**src/rtl/junctions_pkg.sv**
```systemverilog
// Shared junction-fabric types and helpers: R response codes, arbiter FSM states,
// round-robin search and width helpers.
package junctions_pkg;

  typedef enum logic [1:0] {
    RESP_OKAY   = 2'b00,
    RESP_EXOKAY = 2'b01,
    RESP_SLVERR = 2'b10,
    RESP_DECERR = 2'b11
  } resp_e;

  typedef enum logic {
    ARB_IDLE  = 1'b0,
    ARB_BURST = 1'b1
  } arb_state_e;

  localparam int RR_MAX_N = 64;
  localparam int RR_IDX_W = 6;

  function automatic int idx_w(input int n);
    return (n > 1) ? $clog2(n) : 1;
  endfunction

  function automatic int cnt_w(input int max_beats);
    return $clog2(max_beats + 1);
  endfunction

  // First set bit of mask scanning from ptr+1 with wrap over n entries;
  // with nothing set the pointer still advances to (ptr+1) mod n.
  function automatic int rr_next(input logic [RR_MAX_N-1:0] mask, input int ptr, input int n);
    int  res;
    int  idx;
    bit  found;
    res   = (ptr + 1) % n;
    found = 1'b0;
    for (int k = 0; k < RR_MAX_N; k++) begin
      if (k < n && !found) begin
        idx = (ptr + 1 + k) % n;
        if (mask[idx[RR_IDX_W-1:0]]) begin
          res   = idx;
          found = 1'b1;
        end
      end
    end
    return res;
  endfunction

endpackage

```
**src/rtl/junctions_skid_slice.sv**
```systemverilog
// Two-entry valid/ready skid buffer: one cycle latency, full throughput, registered in_ready.
// Upstream sees ready drop only once the skid entry is occupied by a stalled beat.
module junctions_skid_slice #(
  parameter int W = 8
) (
  input  logic         clk,
  input  logic         reset,
  input  logic         in_valid,
  output logic         in_ready,
  input  logic [W-1:0] in_data,
  output logic         out_valid,
  input  logic         out_ready,
  output logic [W-1:0] out_data
);

  logic [W-1:0] skid_data;
  logic         skid_valid;

  assign in_ready = !skid_valid;

  always_ff @(posedge clk) begin
    if (reset) begin
      out_valid  <= 1'b0;
      skid_valid <= 1'b0;
    end else if (out_ready || !out_valid) begin
      if (skid_valid) begin
        out_valid  <= 1'b1;
        out_data   <= skid_data;
        skid_valid <= 1'b0;
      end else begin
        out_valid <= in_valid;
        if (in_valid) out_data <= in_data;
      end
    end else if (in_valid && !skid_valid) begin
      // Output stalled: park the accepted beat so in_ready can be a flop.
      skid_valid <= 1'b1;
      skid_data  <= in_data;
    end
  end

endmodule

```
**src/rtl/junctions_rr_burst_arbiter.sv**
```systemverilog
// N_IN:1 round-robin R-beat arbiter holding the grant for a whole burst; zero latency by default,
// or one cycle through a skid slice when JUNC_ARB_OUT_SLICE_EN is defined. Only the selected input sees ready.
module junctions_rr_burst_arbiter
  import junctions_pkg::*;
#(
  parameter int N_IN      = 4,
  parameter int DATA_W    = 64,
  parameter int ID_W      = 6,
  parameter int USER_W    = 1,
  parameter int RESP_W    = 2,
  parameter int MAX_BEATS = 256
) (
  input  logic                      clk,
  input  logic                      reset,
  input  logic [N_IN-1:0]           io_in_valid,
  output logic [N_IN-1:0]           io_in_ready,
  input  logic [N_IN*DATA_W-1:0]    io_in_bits_data,
  input  logic [N_IN*RESP_W-1:0]    io_in_bits_resp,
  input  logic [N_IN*ID_W-1:0]      io_in_bits_id,
  input  logic [N_IN*USER_W-1:0]    io_in_bits_user,
  input  logic [N_IN-1:0]           io_in_bits_last,
  input  logic                      io_out_ready,
  output logic                      io_out_valid,
  output logic [DATA_W-1:0]         io_out_bits_data,
  output logic [RESP_W-1:0]         io_out_bits_resp,
  output logic [ID_W-1:0]           io_out_bits_id,
  output logic [USER_W-1:0]         io_out_bits_user,
  output logic                      io_out_bits_last,
  output logic [$clog2(N_IN)-1:0]   grant_idx,
  output logic                      locked,
  output logic                      err_burst_len,
  input  logic                      err_clr
);

  localparam int IDX_W = idx_w(N_IN);
  localparam int CNT_W = cnt_w(MAX_BEATS);

  // One spare bit so the saturation value MAX_BEATS+1 always fits.
  typedef logic [CNT_W:0] cnt_t;
  localparam cnt_t CNT_MAX = cnt_t'(MAX_BEATS);
  localparam cnt_t CNT_SAT = cnt_t'(MAX_BEATS + 1);

  arb_state_e           state;
  logic [IDX_W-1:0]     last_grant;
  cnt_t                 beat_cnt;
  logic [IDX_W-1:0]     sel;
  logic [RR_MAX_N-1:0]  vmask;

  logic                 sel_valid;
  logic [DATA_W-1:0]    sel_data;
  logic [RESP_W-1:0]    sel_resp;
  logic [ID_W-1:0]      sel_id;
  logic [USER_W-1:0]    sel_user;
  logic                 sel_last;

  logic                 acc_rdy;
  logic                 adv;
  logic                 err_set;

  assign vmask = RR_MAX_N'(io_in_valid);

  always_comb begin
    sel = last_grant;
    if (!locked) sel = IDX_W'(rr_next(vmask, int'(last_grant), N_IN));
  end

  always_comb begin
    sel_valid = 1'b0;
    sel_data  = '0;
    sel_resp  = '0;
    sel_id    = '0;
    sel_user  = '0;
    sel_last  = 1'b0;
    for (int i = 0; i < N_IN; i++) begin
      if (sel == IDX_W'(i)) begin
        sel_valid = io_in_valid[i];
        sel_data  = io_in_bits_data[i*DATA_W +: DATA_W];
        sel_resp  = io_in_bits_resp[i*RESP_W +: RESP_W];
        sel_id    = io_in_bits_id[i*ID_W +: ID_W];
        sel_user  = io_in_bits_user[i*USER_W +: USER_W];
        sel_last  = io_in_bits_last[i];
      end
    end
  end

`ifdef JUNC_ARB_OUT_SLICE_EN
  localparam int BEAT_W = DATA_W + RESP_W + ID_W + USER_W + 1;
  logic [BEAT_W-1:0] slice_out;

  junctions_skid_slice #(.W(BEAT_W)) u_slice (
    .clk       (clk),
    .reset     (reset),
    .in_valid  (sel_valid),
    .in_ready  (acc_rdy),
    .in_data   ({sel_data, sel_resp, sel_id, sel_user, sel_last}),
    .out_valid (io_out_valid),
    .out_ready (io_out_ready),
    .out_data  (slice_out)
  );

  assign {io_out_bits_data, io_out_bits_resp, io_out_bits_id,
          io_out_bits_user, io_out_bits_last} = slice_out;
`else
  assign acc_rdy          = io_out_ready;
  assign io_out_valid     = sel_valid;
  assign io_out_bits_data = sel_data;
  assign io_out_bits_resp = sel_resp;
  assign io_out_bits_id   = sel_id;
  assign io_out_bits_user = sel_user;
  assign io_out_bits_last = sel_last;
`endif

  always_comb begin
    io_in_ready = '0;
    for (int i = 0; i < N_IN; i++) io_in_ready[i] = acc_rdy & (sel == IDX_W'(i));
  end

  assign adv       = sel_valid & acc_rdy;
  assign err_set   = adv & (beat_cnt >= CNT_MAX);
  assign grant_idx = sel;

  always_ff @(posedge clk) begin
    if (reset) begin
      state         <= ARB_IDLE;
      locked        <= 1'b0;
      last_grant    <= IDX_W'(N_IN - 1);
      beat_cnt      <= '0;
      err_burst_len <= 1'b0;
    end else begin
      if (err_set)      err_burst_len <= 1'b1;
      else if (err_clr) err_burst_len <= 1'b0;

      if (adv) begin
        if (state == ARB_IDLE) begin
          last_grant <= sel;
          if (!sel_last) begin
            state    <= ARB_BURST;
            locked   <= 1'b1;
            beat_cnt <= cnt_t'(1);
          end
        end else if (sel_last) begin
          state    <= ARB_IDLE;
          locked   <= 1'b0;
          beat_cnt <= '0;
        end else if (beat_cnt < CNT_SAT) begin
          beat_cnt <= beat_cnt + cnt_t'(1);
        end
      end
    end
  end

endmodule

```
**config.mk**
```make
export PLATFORM = sky130hd
export DESIGN_NAME = junctions_rr_burst_arbiter
export DESIGN_NICKNAME = d
export VERILOG_FILES = /design/src/rtl/junctions_pkg.sv /design/src/rtl/junctions_skid_slice.sv /design/src/rtl/junctions_rr_burst_arbiter.sv
export SDC_FILE = /design/constraint.sdc
export NUM_CORES = 1
export LEC_CHECK = 0
export CAP_MARGIN = 30
export CORE_AREA = 8 8 144 146
export CTS_BUF_LIST = sky130_fd_sc_hd__clkbuf_16
export CTS_CLUSTER_DIAMETER = 30
export DETAILED_ROUTE_END_ITERATION = 10
export DIE_AREA = 0 0 152 154
export GPL_TIMING_DRIVEN = 1
export HOLD_SLACK_MARGIN = 0.12
export PLACE_DENSITY = 0.56
export SYNTH_ARGS = -nofsm -noshare
export SYNTH_HDL_FRONTEND = slang
export SYNTH_SLANG_ARGS = --single-unit
```
**constraint.sdc**
```tcl
create_clock -name clk -period 3.4 [get_ports clk]
set_input_delay 0.34 -clock clk [delete_from_list [all_inputs] [get_ports clk]]
set_output_delay 0.34 -clock clk [all_outputs]
set_load 0.03 [all_outputs]
```
---- Word level (Yosys, flattened, before mapping) ----
Cells that the tools add are included.
cells by class
  $add $sub $neg .......................... 5
  order comparisons ....................... 6
  equal/unequal tests ..................... 6
  muxes and demuxes ....................... 57
  bitwise gates (word level) .............. 11
  reduce and logical (&&, ||, !) cells .... 9
operators by type and width
  operator                                                                        number
  64-bit two-way mux                                                              4
  10-bit two-way mux                                                              4
  1-bit two-way mux                                                               30
  6-bit by 7-bit less-than comparator with 1-bit output (second input constant)   4
  6-bit two-way mux                                                               4
  2-bit two-way mux                                                               11
  1-bit binary-select mux with 3-bit select                                       4
  10-bit by 1-bit adder with 10-bit output (second input constant)                1
  10-bit by 9-bit >= comparator with 1-bit output (second input constant)         1
  10-bit by 9-bit less-than comparator with 1-bit output (second input constant)  1
  2-bit OR reduction                                                              4
  1-bit bitwise AND                                                               6
  3-bit AND reduction                                                             2
  2-bit by 1-bit adder with 2-bit output (second input constant)                  2
  2-bit adder (second input constant)                                             2
  1-bit bitwise AND (first input constant)                                        4
  2-bit == test (second input constant)                                           2
  3-bit by 2-bit != test with 1-bit output (second input constant)                1
  2-bit by 1-bit == test with 1-bit output (second input constant)                1
  2-bit logical NOT                                                               1
  2-bit by 1-bit != test with 1-bit output (second input constant)                1
  2-bit != test (second input constant)                                           1
  2-bit AND reduction                                                             1
  2-bit nonzero test                                                              1
  1-bit NOT                                                                       1
storage, ports and cells
  register bits ........................... 15
  input bits .............................. 304
  output and inout bits ................... 83
  logic and storage cells ................. 99

---- Depth between registers and ports, before layout ----
  depth after elaboration ................. 21
  gate-level depth with buffers ........... 17
  mapped depth without buffers ............ 13

---- Worst setup path after synthesis ----
No wires, ideal clock.
  path type ............................... in2reg
  start point ............................. in io_in_valid[3]
  end point ............................... reg beat_cnt[2]
  setup time .............................. 122 ps
  arrival time ............................ 3298 ps
  required time ........................... 3278 ps
  slack ................................... -20 ps
  cell stages on the path ................. 15
  buffers on the path ..................... 3
  path through ............................ or3b_1 > a2111oi_4 > a221o_1 > o21ai_1 > and2_1 > clkbuf_2 > a32o_1 > buf_4 > inv_1 > ha_1 > a211oi_1 > and2_1 > and4_1 > buf_6 > a221o_1
on the way
  longest elaborated chain between the ends .. 17
  elaborated cells between the ends (all ways) .. 41
  those cells by class .................... 5 x eq/ne; 33 x mux; 1 x bitwise; 2 x reduce/logical
RTL lines
  element                                                                           line                                                   RTL
  start, declared                                                                   junctions_rr_burst_arbiter.sv:15                       input logic [N_IN-1:0] io_in_valid,
  1-bit binary-select mux with 3-bit select                                         junctions_pkg.sv:39                                    if (mask[idx[RR_IDX_W-1:0]]) begin
  1-bit two-way mux (implied by the code)                                           junctions_pkg.sv:39
  1-bit two-way mux                                                                 junctions_pkg.sv:39
  1-bit two-way mux                                                                 junctions_rr_burst_arbiter.sv:64                       if (!locked) sel = IDX_W'(rr_next(vmask, int'(last_grant), N_IN));
  2-bit two-way mux or 1-bit two-way mux (tied branches)                            junctions_pkg.sv:37                                    if (k < n && !found) begin
  2-bit two-way mux or 1-bit two-way mux (tied branches)                            junctions_pkg.sv:39, junctions_rr_burst_arbiter.sv:64
  2-bit two-way mux or 1-bit two-way mux (tied branches)                            junctions_pkg.sv:37
  2-bit two-way mux or 1-bit two-way mux (tied branches)                            junctions_pkg.sv:39, junctions_rr_burst_arbiter.sv:64
  2-bit two-way mux *                                                               junctions_pkg.sv:37
  2-bit two-way mux *                                                               junctions_rr_burst_arbiter.sv:64
  2-bit logical NOT                                                                 junctions_rr_burst_arbiter.sv:75                       if (sel == IDX_W'(i)) begin
  1-bit two-way mux (3 in series)                                                   junctions_rr_burst_arbiter.sv:75
  1-bit two-way mux *                                                               junctions_rr_burst_arbiter.sv:75
  named net io_out_bits_last                                                        junctions_rr_burst_arbiter.sv:28                       output logic io_out_bits_last,
  3-bit by 2-bit != test with 1-bit output (no line), or another cell as far along  --
  3-bit AND reduction (no line) or 10-bit two-way mux (tied branches)               --
  end signal, assigned                                                              junctions_rr_burst_arbiter.sv:139                      beat_cnt <= cnt_t'(1);
  end signal, assigned                                                              junctions_rr_burst_arbiter.sv:146                      beat_cnt <= beat_cnt + cnt_t'(1);
  end, declared                                                                     junctions_rr_burst_arbiter.sv:45                       cnt_t beat_cnt;
Mark *: on every way through the listed nets, which the timed path passes. The rest lies on a longest branch. The select of a mux whose other input is x is not followed.
A chain may end at the register's enable or synchronous reset.

---- Final worst setup path ----
  start point ............................. in io_in_valid[3]
  end point ............................... out io_out_bits_data[43]
on the way
  longest elaborated chain between the ends .. 15
  elaborated cells between the ends (all ways) .. 31
  those cells by class .................... 3 x eq/ne; 27 x mux; 1 x reduce/logical
RTL lines
  element                                                 line                                                   RTL
  1-bit binary-select mux with 3-bit select               junctions_pkg.sv:39
  1-bit two-way mux (implied by the code)                 junctions_pkg.sv:39
  1-bit two-way mux                                       junctions_pkg.sv:39
  1-bit two-way mux                                       junctions_rr_burst_arbiter.sv:64
  2-bit two-way mux or 1-bit two-way mux (tied branches)  junctions_pkg.sv:37
  2-bit two-way mux or 1-bit two-way mux (tied branches)  junctions_pkg.sv:39, junctions_rr_burst_arbiter.sv:64
  2-bit two-way mux or 1-bit two-way mux (tied branches)  junctions_pkg.sv:37
  2-bit two-way mux or 1-bit two-way mux (tied branches)  junctions_pkg.sv:39, junctions_rr_burst_arbiter.sv:64
  2-bit two-way mux *                                     junctions_pkg.sv:37
  2-bit two-way mux *                                     junctions_rr_burst_arbiter.sv:64
  2-bit logical NOT                                       junctions_rr_burst_arbiter.sv:75
  64-bit two-way mux (3 in series)                        junctions_rr_burst_arbiter.sv:75
  64-bit two-way mux *                                    junctions_rr_burst_arbiter.sv:75
  end, declared                                           junctions_rr_burst_arbiter.sv:24                       output logic [DATA_W-1:0] io_out_bits_data,
Mark *: on every way between the ends. The rest lies on a longest branch, timed or not. The select of a mux whose other input is x is not followed.

==> impl_metrics.json <==
{
  "status": "complete, no violations",
  "grt_max_degree": 20,
  "syn_avg_cell_area_um2": 12.0,
  "io_pins": 387,
  "synth_area_leader_cell": "mux4_2",
  "antenna_found_initial": 3,
  "syn_area_um2": 2910,
  "wl_per_cell_um": 26.9,
  "dpl_cell_area_um2": 7280,
  "p_total_mw": 8.15,
  "cts_root_buf": "clkbuf_16",
  "ant_nets": 0,
  "critPathArrivalTime_ns": 2.95,
  "ys_seq_area_share_pct": 10.3,
  "fin_area_um2": 7880,
  "grt-ovfl-total": 0,
  "preCtsSetupSlack_ns": -0.478,
  "clk_pin_slew_ns": 0.05,
  "synth_ff_type": "dfxtp_1",
  "core_area_um2": 18500,
  "synth_seq_cells": 15,
  "vias": 4230,
  "crit_path_top_delay_cell": "mux4_2",
  "fin_nets": 973,
  "max_slew_margin_pct": 66.7,
  "fin_cells": 901,
  "critPathLaunchType": "input port",
  "ff2ff_setup_slack_ns": 0.14,
  "irDropWorstVdd_v": 0.000367,
  "cts_buffers": 3,
  "setup_viol_count_final": 0,
  "synth_top_area_share_pct": 56.6,
  "powerDensity_nw_per_um2": 1030,
  "syn_to_final_growth_pct": 171,
  "cap_viol_max_count": 0,
  "synthesis.nets": 550,
  "rows": 50,
  "rsz0062_at_grt": "no",
  "portBuffers": 386,
  "gp_congestion": 0.926,
  "fmax_mhz": 304,
  "synth_edf_count": 0,
  "nFillCells": 1749,
  "vias_per_cell": 4.69,
  "synth_cells": 242,
  "fin_crit_ns": 3.29,
  "maxSlewViolCount": 0,
  "drt-total-wl_um": 24200,
  "hpwl_um": 20900,
  "yosys-top-cells-area": "mux4_2 (57%), dfxtp_1 (10%), a22o_1 (2.1%)",
  "crit_fanout": 8,
  "yosys_warnings": 0,
  "h-tree-depth": 1,
  "synthArstFlopShare_pct": 0,
  "synth_commonest_cells": "mux4_2 (73), nor2_1 (16), dfxtp_1 (15)",
  "grt_usage_pct": 19.5,
  "finalClockSkew_ns": 0.00188,
  "crit_required_ns": 3.06,
  "place_inst": 875,
  "clkSinkCount": 15,
  "start_util_pct": 15.7,
  "drt_iter0_drc": 193,
  "p_leak_nw": 3.06,
  "hold_path_class": "register to register",
  "synth.most_common_cell": "mux4_2",
  "drive_gt1_share_pct": 33.9,
  "slowest_delay_ns": 0.52,
  "grt_pass1_vias": 4489,
  "synth_cell_types": 49,
  "critPathTopFamily": "buffers and inverters",
  "clk_path_buf_depth": 2,
  "path_common_cell": "buf_12",
  "worstMarginPinSlew_ns": 0.496,
  "drc": 0,
  "fp.dieW_um": 152,
  "cp_num_buf_inv": 8,
  "cts_tree": "yes",
  "clk_latency_ns": 0.25,
  "die_area_um2": 23400,
  "finalCritPeriodShare_pct": 96.7,
  "tns_ns": 0,
  "criticalPathCategory": "input port to output pin",
  "hold_viol": 0,
  "crit_chain": "dlygate4sd2_1 > or3b_4 > a2111oi_4 > buf_4 > a2111oi_4 > nor2_4 > buf_12 > buf_12 > buf_12 > buf_12 > buf_16 > mux4_2 > buf_6",
  "grt_first_pass_wirelength_um": 34100,
  "setup_slack_ns": 0.112,
  "firstDrtPassIters": 4,
  "die_y_um": 154,
  "end_kind": "output pin"
}
==> cell type report <==
| cell class | instances | area (um^2) | area share, % |
|---|---|---|---|
| repair buffers | 442 | 4620 | 58.6 |
| multi-input cells | 191 | 2530 | 32.1 |
| flip-flops and latches | 15 | 302 | 3.83 |
| well taps | 234 | 293 | 3.71 |
| clock buffers | 3 | 75.1 | 0.953 |
| inverters | 12 | 52.6 | 0.667 |
| diodes | 3 | 7.51 | 0.0953 |
| clock inverters | 1 | 3.75 | 0.0476 |
==> power by group <==
part           internal (mW)  switching, mW
Clock                  0.156         0.0765
Sequential             0.200         0.0437
Combinational           3.87           3.80
==> worst register-to-register path, delay by kind of cell (launching register included) <==
kind | cells | cell delay (ns)
flops | 1 | 0.32
buf+inv | 4 | 0.57
simple gates | 5 | 1.05
fa+ha+maj | 1 | 0.20
compound gates | 5 | 1.08
==> final timing paths <==
path	cells after the start	endpoint	start
worst max-delay path	13	io_out_bits_data[43]	io_in_valid[3]
worst min-delay path	2	err_burst_len$_SDFFE_PP0P_	err_burst_len$_SDFFE_PP0P_
worst max register to register	15	beat_cnt[7]$_SDFFE_PP0P_	last_grant[0]$_SDFFE_PP1P_
worst min register to register	2	err_burst_len$_SDFFE_PP0P_	err_burst_len$_SDFFE_PP0P_
==> metal layers <==
| layer | wire length, um | up-vias | GRT usage, % |
|---|---|---|---|
| li1 | - | 1886 | - |
| met5 | 13 | - | 0 |
| met3 | 1780 | 15 | 5.21 |
| met4 | 240 | 2 | 3.24 |
| met2 | 13200 | 207 | 37.0 |
| met1 | 8970 | 2120 | 21.7 |
==> cell families (layout without fill, tap and decap cells) <==
logic type	after synthesis	in the layout	share of synthesized area, %
flops	15	15	10.3
simple gates	61	61	10.6
compound gates	48	48	13.1
xor+xnor	1	1	0.302
mux	77	77	58.0
other cells	0	3	0
buf+inv	36	458	5.99
fa+ha+maj	4	4	1.72
==> what timing repair did <==
action                     in CTS  in global routing
pin swaps                       6                  4
gates cloned                    5                  0
hold endpoints to repair        0                  0
gates resized for setup        61                 20
setup endpoints to repair      79                 33
hold buffers                    0                  0
setup buffers                  10                  5
==> stage by stage <==
step,hold WS [ns],util (%)
after floorplan,0.475,-
after global placement,0.459,39.4
after detailed placement,0.463,39.4
after CTS,0.474,42.0
after global routing,0.511,42.7
final,0.466,42.7
==> state kept, by name (all words and copies together), names as in the netlist <==
register / flops
err_burst_len: 1
locked: 1
last_grant: 2
state: 1
beat_cnt: 10
==> cells in the final DEF, fill, tap and decap left out, types with 2 or more instances in the layout <==
| cell type | netlist | final |
|---|---|---|
| clkinvlp_4 | 0 | 2 |
| nand3_1 | 6 | 6 |
| a41o_1 | 6 | 6 |
| nand4_1 | 3 | 3 |
| or2_2 | 2 | 2 |
| buf_12 | 0 | 24 |
| clkbuf_16 | 0 | 3 |
| diode_2 | 0 | 3 |
| a21oi_1 | 10 | 9 |
| nor2b_1 | 4 | 4 |
| ha_2 | 0 | 2 |
| ha_1 | 4 | 2 |
| a22o_1 | 7 | 7 |
| dlygate4sd2_1 | 0 | 14 |
| mux2i_1 | 4 | 4 |
| a2111oi_4 | 1 | 2 |
| dlymetal6s2s_1 | 0 | 2 |
| dfxtp_1 | 15 | 14 |
| nand2_1 | 14 | 13 |
| clkdlybuf4s50_1 | 0 | 301 |
| a221o_1 | 2 | 2 |
| a32o_2 | 0 | 2 |
| buf_16 | 0 | 5 |
| and2_4 | 0 | 2 |
| buf_6 | 1 | 24 |
| buf_4 | 4 | 69 |
| clkdlybuf4s15_2 | 0 | 2 |
| nor2_1 | 16 | 15 |
| mux4_2 | 73 | 73 |
| nand2b_1 | 5 | 5 |
| o21ai_0 | 5 | 5 |
| o211ai_1 | 2 | 2 |
| inv_1 | 11 | 10 |
No activity file was read; power rests on OpenSTA's default activity.
